--- src/rtl/amux_seq_pkg.sv ---
// Shared types and constants for the analog-bus break-before-make sequencer.
package amux_seq_pkg;

  localparam int unsigned CNT_W = 8;

  localparam logic BUS_A = 1'b0;
  localparam logic BUS_B = 1'b1;

  typedef enum logic [1:0] {
    StIdle,
    StBreak,
    StMake,
    StFin
  } seq_state_e;

  typedef enum logic [2:0] {
    ClsErr,
    ClsNop,
    ClsMakeOnly,
    ClsSwap,
    ClsDisc
  } req_class_e;

endpackage

--- src/rtl/amux_settle_timer.sv ---
// Loadable down-counter timing the BREAK and MAKE settle windows.
module amux_settle_timer
  import amux_seq_pkg::*;
(
  input  logic             clk,
  input  logic             resetb,
  input  logic             load,
  input  logic [CNT_W-1:0] load_val,
  output logic [CNT_W-1:0] value,
  output logic             expire
);

  logic [CNT_W-1:0] cnt_q;

  always_ff @(posedge clk or negedge resetb) begin
    if (!resetb) begin
      cnt_q <= '0;
    end else if (load) begin
      cnt_q <= load_val;
    end else if (cnt_q != '0) begin
      cnt_q <= cnt_q - CNT_W'(1);
    end
  end

  // Loaded with N on entry, so the final cycle of an N-cycle window sees 1.
  assign expire = (cnt_q == CNT_W'(1));
  assign value  = cnt_q;

endmodule

--- src/rtl/amux_bus_switch_seq.sv ---
// Break-before-make sequencer for per-pad AMUXBUS_A/AMUXBUS_B switch enables.
module amux_bus_switch_seq
  import amux_seq_pkg::*;
#(
  parameter int unsigned NUM_PADS     = 8,
  parameter int unsigned SEL_W        = 3,
  parameter int unsigned BREAK_CYCLES = 4,
  parameter int unsigned MAKE_CYCLES  = 4
) (
  input  logic                clk,
  input  logic                resetb,
  input  logic                req_valid,
  output logic                req_ready,
  input  logic                req_bus,
  input  logic [SEL_W-1:0]    req_pad,
  input  logic                req_connect,
  input  logic                disable_all,
  output logic [NUM_PADS-1:0] amux_a_en,
  output logic [NUM_PADS-1:0] amux_b_en,
  output logic                busy,
  output logic                done,
  output logic                err
);

  seq_state_e state_q, state_d;
  req_class_e cls, cls_q, cls_d;

  logic [NUM_PADS-1:0] a_en_q, a_en_d, b_en_q, b_en_d;
  logic [NUM_PADS-1:0] pad_oh, pad_oh_q, pad_oh_d;
  logic [NUM_PADS-1:0] tgt_vec, oth_vec, upd_vec;
  logic                bus_q, bus_d, upd, upd_bus;
  logic                done_q, done_d, err_q, err_d, busy_q;
  logic                pad_ok, accept;

  logic             timer_load, timer_expire;
  logic [CNT_W-1:0] timer_load_val, timer_value;
  logic             unused_timer_value;

  assign req_ready = resetb & (state_q == StIdle) & ~disable_all;
  assign accept    = req_valid & req_ready;

  always_comb begin
    pad_oh = '0;
    for (int i = 0; i < NUM_PADS; i++) begin
      if (int'(req_pad) == i) pad_oh[i] = 1'b1;
    end
  end

  assign pad_ok  = |pad_oh;
  assign tgt_vec = (req_bus == BUS_B) ? b_en_q : a_en_q;
  assign oth_vec = (req_bus == BUS_B) ? a_en_q : b_en_q;

  always_comb begin
    cls = ClsErr;
    if (!pad_ok) begin
      cls = ClsErr;
    end else if (req_connect) begin
      if (|(oth_vec & pad_oh))      cls = ClsErr;
      else if (|(tgt_vec & pad_oh)) cls = ClsNop;
      else if (tgt_vec == '0)       cls = ClsMakeOnly;
      else                          cls = ClsSwap;
    end else if (|(tgt_vec & pad_oh)) begin
      cls = ClsDisc;
    end
  end

  // One counter serves both windows; a swap reloads it on the BREAK->MAKE hand-off.
  assign timer_load = (state_q == StIdle && accept &&
                       (cls == ClsMakeOnly || cls == ClsSwap || cls == ClsDisc)) ||
                      (state_q == StBreak && timer_expire && cls_q == ClsSwap);
  assign timer_load_val = (state_q == StBreak || cls == ClsMakeOnly) ?
                          CNT_W'(MAKE_CYCLES) : CNT_W'(BREAK_CYCLES);

  amux_settle_timer u_timer (
    .clk      (clk),
    .resetb   (resetb),
    .load     (timer_load),
    .load_val (timer_load_val),
    .value    (timer_value),
    .expire   (timer_expire)
  );

  assign unused_timer_value = ^timer_value;

  always_ff @(posedge clk or negedge resetb) begin
    if (!resetb) state_q <= StIdle;
    else         state_q <= state_d;
  end

  always_comb begin
    state_d = state_q;
    unique case (state_q)
      StIdle: begin
        if (accept) begin
          unique case (cls)
            ClsErr, ClsNop:   state_d = StFin;
            ClsMakeOnly:      state_d = StMake;
            ClsSwap, ClsDisc: state_d = StBreak;
            default:          state_d = StFin;
          endcase
        end
      end
      StBreak: if (timer_expire) state_d = (cls_q == ClsSwap) ? StMake : StFin;
      StMake:  if (timer_expire) state_d = StFin;
      StFin:   state_d = StIdle;
      default: state_d = StIdle;
    endcase
    if (disable_all) state_d = StIdle;
  end

  always_comb begin
    a_en_d   = a_en_q;
    b_en_d   = b_en_q;
    pad_oh_d = pad_oh_q;
    bus_d    = bus_q;
    cls_d    = cls_q;
    done_d   = 1'b0;
    err_d    = 1'b0;
    upd      = 1'b0;
    upd_bus  = bus_q;
    upd_vec  = '0;
    unique case (state_q)
      StIdle: begin
        if (accept) begin
          bus_d    = req_bus;
          pad_oh_d = pad_oh;
          cls_d    = cls;
          upd_bus  = req_bus;
          unique case (cls)
            ClsErr: begin
              done_d = 1'b1;
              err_d  = 1'b1;
            end
            ClsNop:           done_d = 1'b1;
            ClsMakeOnly: begin
              upd     = 1'b1;
              upd_vec = pad_oh;
            end
            ClsSwap, ClsDisc: upd = 1'b1;
            default:          done_d = 1'b1;
          endcase
        end
      end
      StBreak: begin
        if (timer_expire) begin
          if (cls_q == ClsSwap) begin
            upd     = 1'b1;
            upd_vec = pad_oh_q;
          end else begin
            done_d = 1'b1;
          end
        end
      end
      StMake:  if (timer_expire) done_d = 1'b1;
      default: ;
    endcase
    if (upd) begin
      if (upd_bus == BUS_A) a_en_d = upd_vec;
      else                  b_en_d = upd_vec;
    end
    if (disable_all) begin
      a_en_d = '0;
      b_en_d = '0;
      done_d = (state_q == StBreak) || (state_q == StMake);
      err_d  = done_d;
    end
  end

  always_ff @(posedge clk or negedge resetb) begin
    if (!resetb) begin
      a_en_q   <= '0;
      b_en_q   <= '0;
      pad_oh_q <= '0;
      bus_q    <= BUS_A;
      cls_q    <= ClsErr;
      done_q   <= 1'b0;
      err_q    <= 1'b0;
      busy_q   <= 1'b0;
    end else begin
      a_en_q   <= a_en_d;
      b_en_q   <= b_en_d;
      pad_oh_q <= pad_oh_d;
      bus_q    <= bus_d;
      cls_q    <= cls_d;
      done_q   <= done_d;
      err_q    <= err_d;
      busy_q   <= (state_d != StIdle);
    end
  end

  assign amux_a_en = a_en_q;
  assign amux_b_en = b_en_q;
  assign busy      = busy_q;
  assign done      = done_q;
  assign err       = err_q;

endmodule

--- config.mk ---
export PLATFORM = sky130hd
export DESIGN_NAME = amux_bus_switch_seq
export DESIGN_NICKNAME = d
export VERILOG_FILES = /design/src/rtl/amux_seq_pkg.sv /design/src/rtl/amux_settle_timer.sv /design/src/rtl/amux_bus_switch_seq.sv
export SDC_FILE = /design/constraint.sdc
export NUM_CORES = 1
export LEC_CHECK = 0
export ABC_AREA = 1
export BUFFER_PORTS_ARGS = -buffer_cell sky130_fd_sc_hd__buf_4
export CORE_MARGIN = 5
export CORE_UTILIZATION = 52
export DETAILED_ROUTE_END_ITERATION = 8
export PLACE_DENSITY = 0.78
export SLEW_MARGIN = 20
export SYNTH_ARGS = -nofsm -noshare
export SYNTH_HDL_FRONTEND = slang
export SYNTH_SLANG_ARGS = --single-unit
--- constraint.sdc ---
create_clock -name clk -period 1.8 [get_ports clk]
set_input_delay 0.18 -clock clk [delete_from_list [all_inputs] [get_ports clk]]
set_output_delay 0.18 -clock clk [all_outputs]
set_load 0.005 [all_outputs]
==> metrics.cfg <==
[sta]
min_period_ns = 1.91
drv_slew = 0
fin_crit_sh = 1.06
setup_ws_ns = -0.108
worstMarginPinSlew_ns = 0.681
finalSetupViolCount = 19
timing.fmax_mhz = 524
relSlewSlack = 0.546
hold_viol = 0
fin_worst_skew_ns = 0.00679
hold_slack_ns = 0.200
rsz0062_at_grt = true

[synth]
synthDistinctLibCells = 31
synth-seq-area-share = 0.417
yosysWarnings = 0
ys.flop_type = dfrtp_1
synth_cells = 349
synthesis.area_mm2 = 0.00246
synth_edf_count = 0
synthesis.nets = 364
ys_ff_latch = 41
avgSynthCellArea_um2 = 7.04
synthArstFlopShare = 1.00

[pwr]
swShare = 0.388
clockPowerShare = 0.167
p_switching_mw = 1.35
peakVddDrop_v = 0.000919
pwr-share-seq = 0.363
leakage_nw = 1.95
internal_power_mw = 2.13
powerDensity_mw_per_mm2 = 985
pwr-share-comb = 0.470

[placed_design]
place_congestion = 0.840
dpl_worst_slack_ns = -0.0524
port_buffers = 28
dpl-instance-area_mm2 = 0.00293
dp_hpwl_um = 4470
dp_cells = 451

[clock_tree]
cts_max_level = 2
cts_tree = yes
clk_pin_slew_ns = 0.07
cts_buffer_depth = 2
cts-buffers-inserted = 5
cts_sinks = 41
clock-root-buffer = clkbuf_8
insertion_delay_ns = 0.30

[layout]
instances_no_fill = 492
regArea_mm2 = 0.00103
drive_gt1_frac = 0.370
multi_input_area_mm2 = 0.00153
diodes = 0
post-route-cell-area_mm2 = 0.00353
layout_commonest_cell = nand2_1
area_growth_pct = 43.8
fin_nets = 452
fillers = 331
mostFrequentLayoutCells = nand2_1, buf_4, dfrtp_1

[floorplanning]
io_pins = 29
fp-row-count = 25
core_area_mm2 = 0.00466
die_w_um = 78.8
initial_utilization = 0.528
dieArea_mm2 = 0.00620
chipHeight_um = 78.8

[status]
violations = setup timing
outcome = finished, violations left

[critical_path]
worst_ep_arrival_time_ns = 2.15
crit_chain = nand2_1, nand2_1, nand2_1, nand2_1, nor2_2, nand3_2, o21ai_2, nand2_2, nand2_4, nand2_8, clkinv_8, nand2_1, nand2_1
slowest_delay_ns = 0.42
crit_family = simple AND/OR/NAND/NOR gates
critPathLaunchType = flip-flop
required_ns = 2.04
cp_num_buf_inv = 1
critPathSlowestCell = dfrtp_1
timing_worst_setup_path_type = reg -> reg
critPathMaxFanout = 8
crit_top_cell = nand2_1
endpoint_kind = flip-flop

[drt]
drc = 0
vias_per_cell = 5.59
ant_nets = 0
routedWlPerCell_um = 15.4
dr.pass1.iters = 5
vias = 2749
drt_iter0_markers = 294
routed_wl_um = 7560

[grt]
grt_max_degree = 42
grt_pass1_vias = 2377
antenna_found_initial = 0
grt_usage = 0.218
overflow = 0
grt_pass1_wl_um = 10800

[run]
drv_cap = 0

[min_path]
hold_class = in -> reg

timing repair:
| item | 4_1_cts | 5_1_grt |
|---|---|---|
| cloned | 0 | 4 |
| hold buffers | 1 | 0 |
| hold endpoints to repair | 41 | 0 |
| pin swaps | 1 | 32 |
| gates resized for setup | 14 | 58 |
| setup buffers | 0 | 28 |
| endpoints found under the setup margin | 15 | 28 |
metal layers:
layer | part of all wire | global-route usage
met2 | 0.49 | 0.351
met4 | 0.042 | 0.0857
met5 | 0 | 0
met1 | 0.40 | 0.294
met3 | 0.067 | 0.0374
area by class of cell:
type | count | area share
tap | 54 | 0.0191
clock buffer | 8 | 0.0227
multi-input combinational | 273 | 0.432
timing repair buffer | 86 | 0.196
sequential | 41 | 0.290
inverter | 30 | 0.0404
cells in the mapped netlist (3+ instances only):
cell / instances / share of area
a21o_1: 7 / 0.021
a21oi_1: 16 / 0.033
clkbuf_1: 3 / 0.0046
dfrtp_1: 41 / 0.42
ha_1: 6 / 0.031
inv_1: 24 / 0.037
inv_4: 3 / 0.0076
nand2_1: 151 / 0.23
nand2_2: 5 / 0.013
nand2_4: 3 / 0.014
nand3_1: 4 / 0.0081
nand4_1: 8 / 0.020
nor2_1: 35 / 0.053
nor3_1: 8 / 0.016
o21ai_0: 11 / 0.022
xor2_1: 3 / 0.011
final timing paths:
path	startpoint	to	slack, ns	cells after the start
min in group asynchronous	resetb	state_q[0]	0.52	3
worst min register to register	pad_oh_q[0]	pad_oh_q[0]	0.48	1
worst max-delay path	amux_b_en[1]	amux_b_en[1]	-0.11	13
max in group asynchronous	resetb	err	0.92	3
worst max register to register	amux_b_en[1]	amux_b_en[1]	-0.11	13
worst min-delay path	disable_all	done	0.20	3
registers in the layout, summed over array words and instances (netlist names):
| name | flops |
|---|---|
| bus_q | 1 |
| pad_oh_q | 8 |
| cls_q | 3 |
| state_q | 2 |
| done | 1 |
| err | 1 |
| u_timer.value | 8 |
| busy | 1 |
| amux_b_en | 8 |
| amux_a_en | 8 |
power groups by stage:
stage	Clock [mW]	Sequential, mW	Combinational [mW]
floorplan	0	1.26	0.759
global placement	0	1.26	1.17
detailed placement	0	1.26	1.21
CTS	0.584	1.25	1.24
global route	0.640	1.28	1.80
finish	0.580	1.26	1.64
cells by family after synthesis:
logic type	Yosys count	share of synthesized area
compound gates	40	0.0947
simple gates	221	0.377
xor+xnor	4	0.0143
fa+ha+maj	6	0.0305
flops	41	0.417
buf+inv	37	0.0667
worst register-to-register path, delay by kind of cell (launching register included):
family	cells	cell delay, ns
and+or+nand+nor	11	1.16
DFF	1	0.42
AOI/OAI and AO/OA	1	0.20
buffers and inverters	1	0.09
stage by stage:
| stage | total power [mW] | util | setup TNS [ns] |
|---|---|---|---|
| 2_1_floorplan | 2.02 | - | 0 |
| 3_5_place_dp | 2.47 | 0.628 | -0.255 |
| 3_3_place_gp | 2.42 | 0.628 | -0.0699 |
| 4_1_cts | 3.07 | 0.660 | -0.000343 |
| 5_1_grt | 3.73 | 0.758 | -4.97 |
| 6_report | 3.48 | 0.758 | -1.54 |
Note: power is estimated with default switching activity, not from simulation.
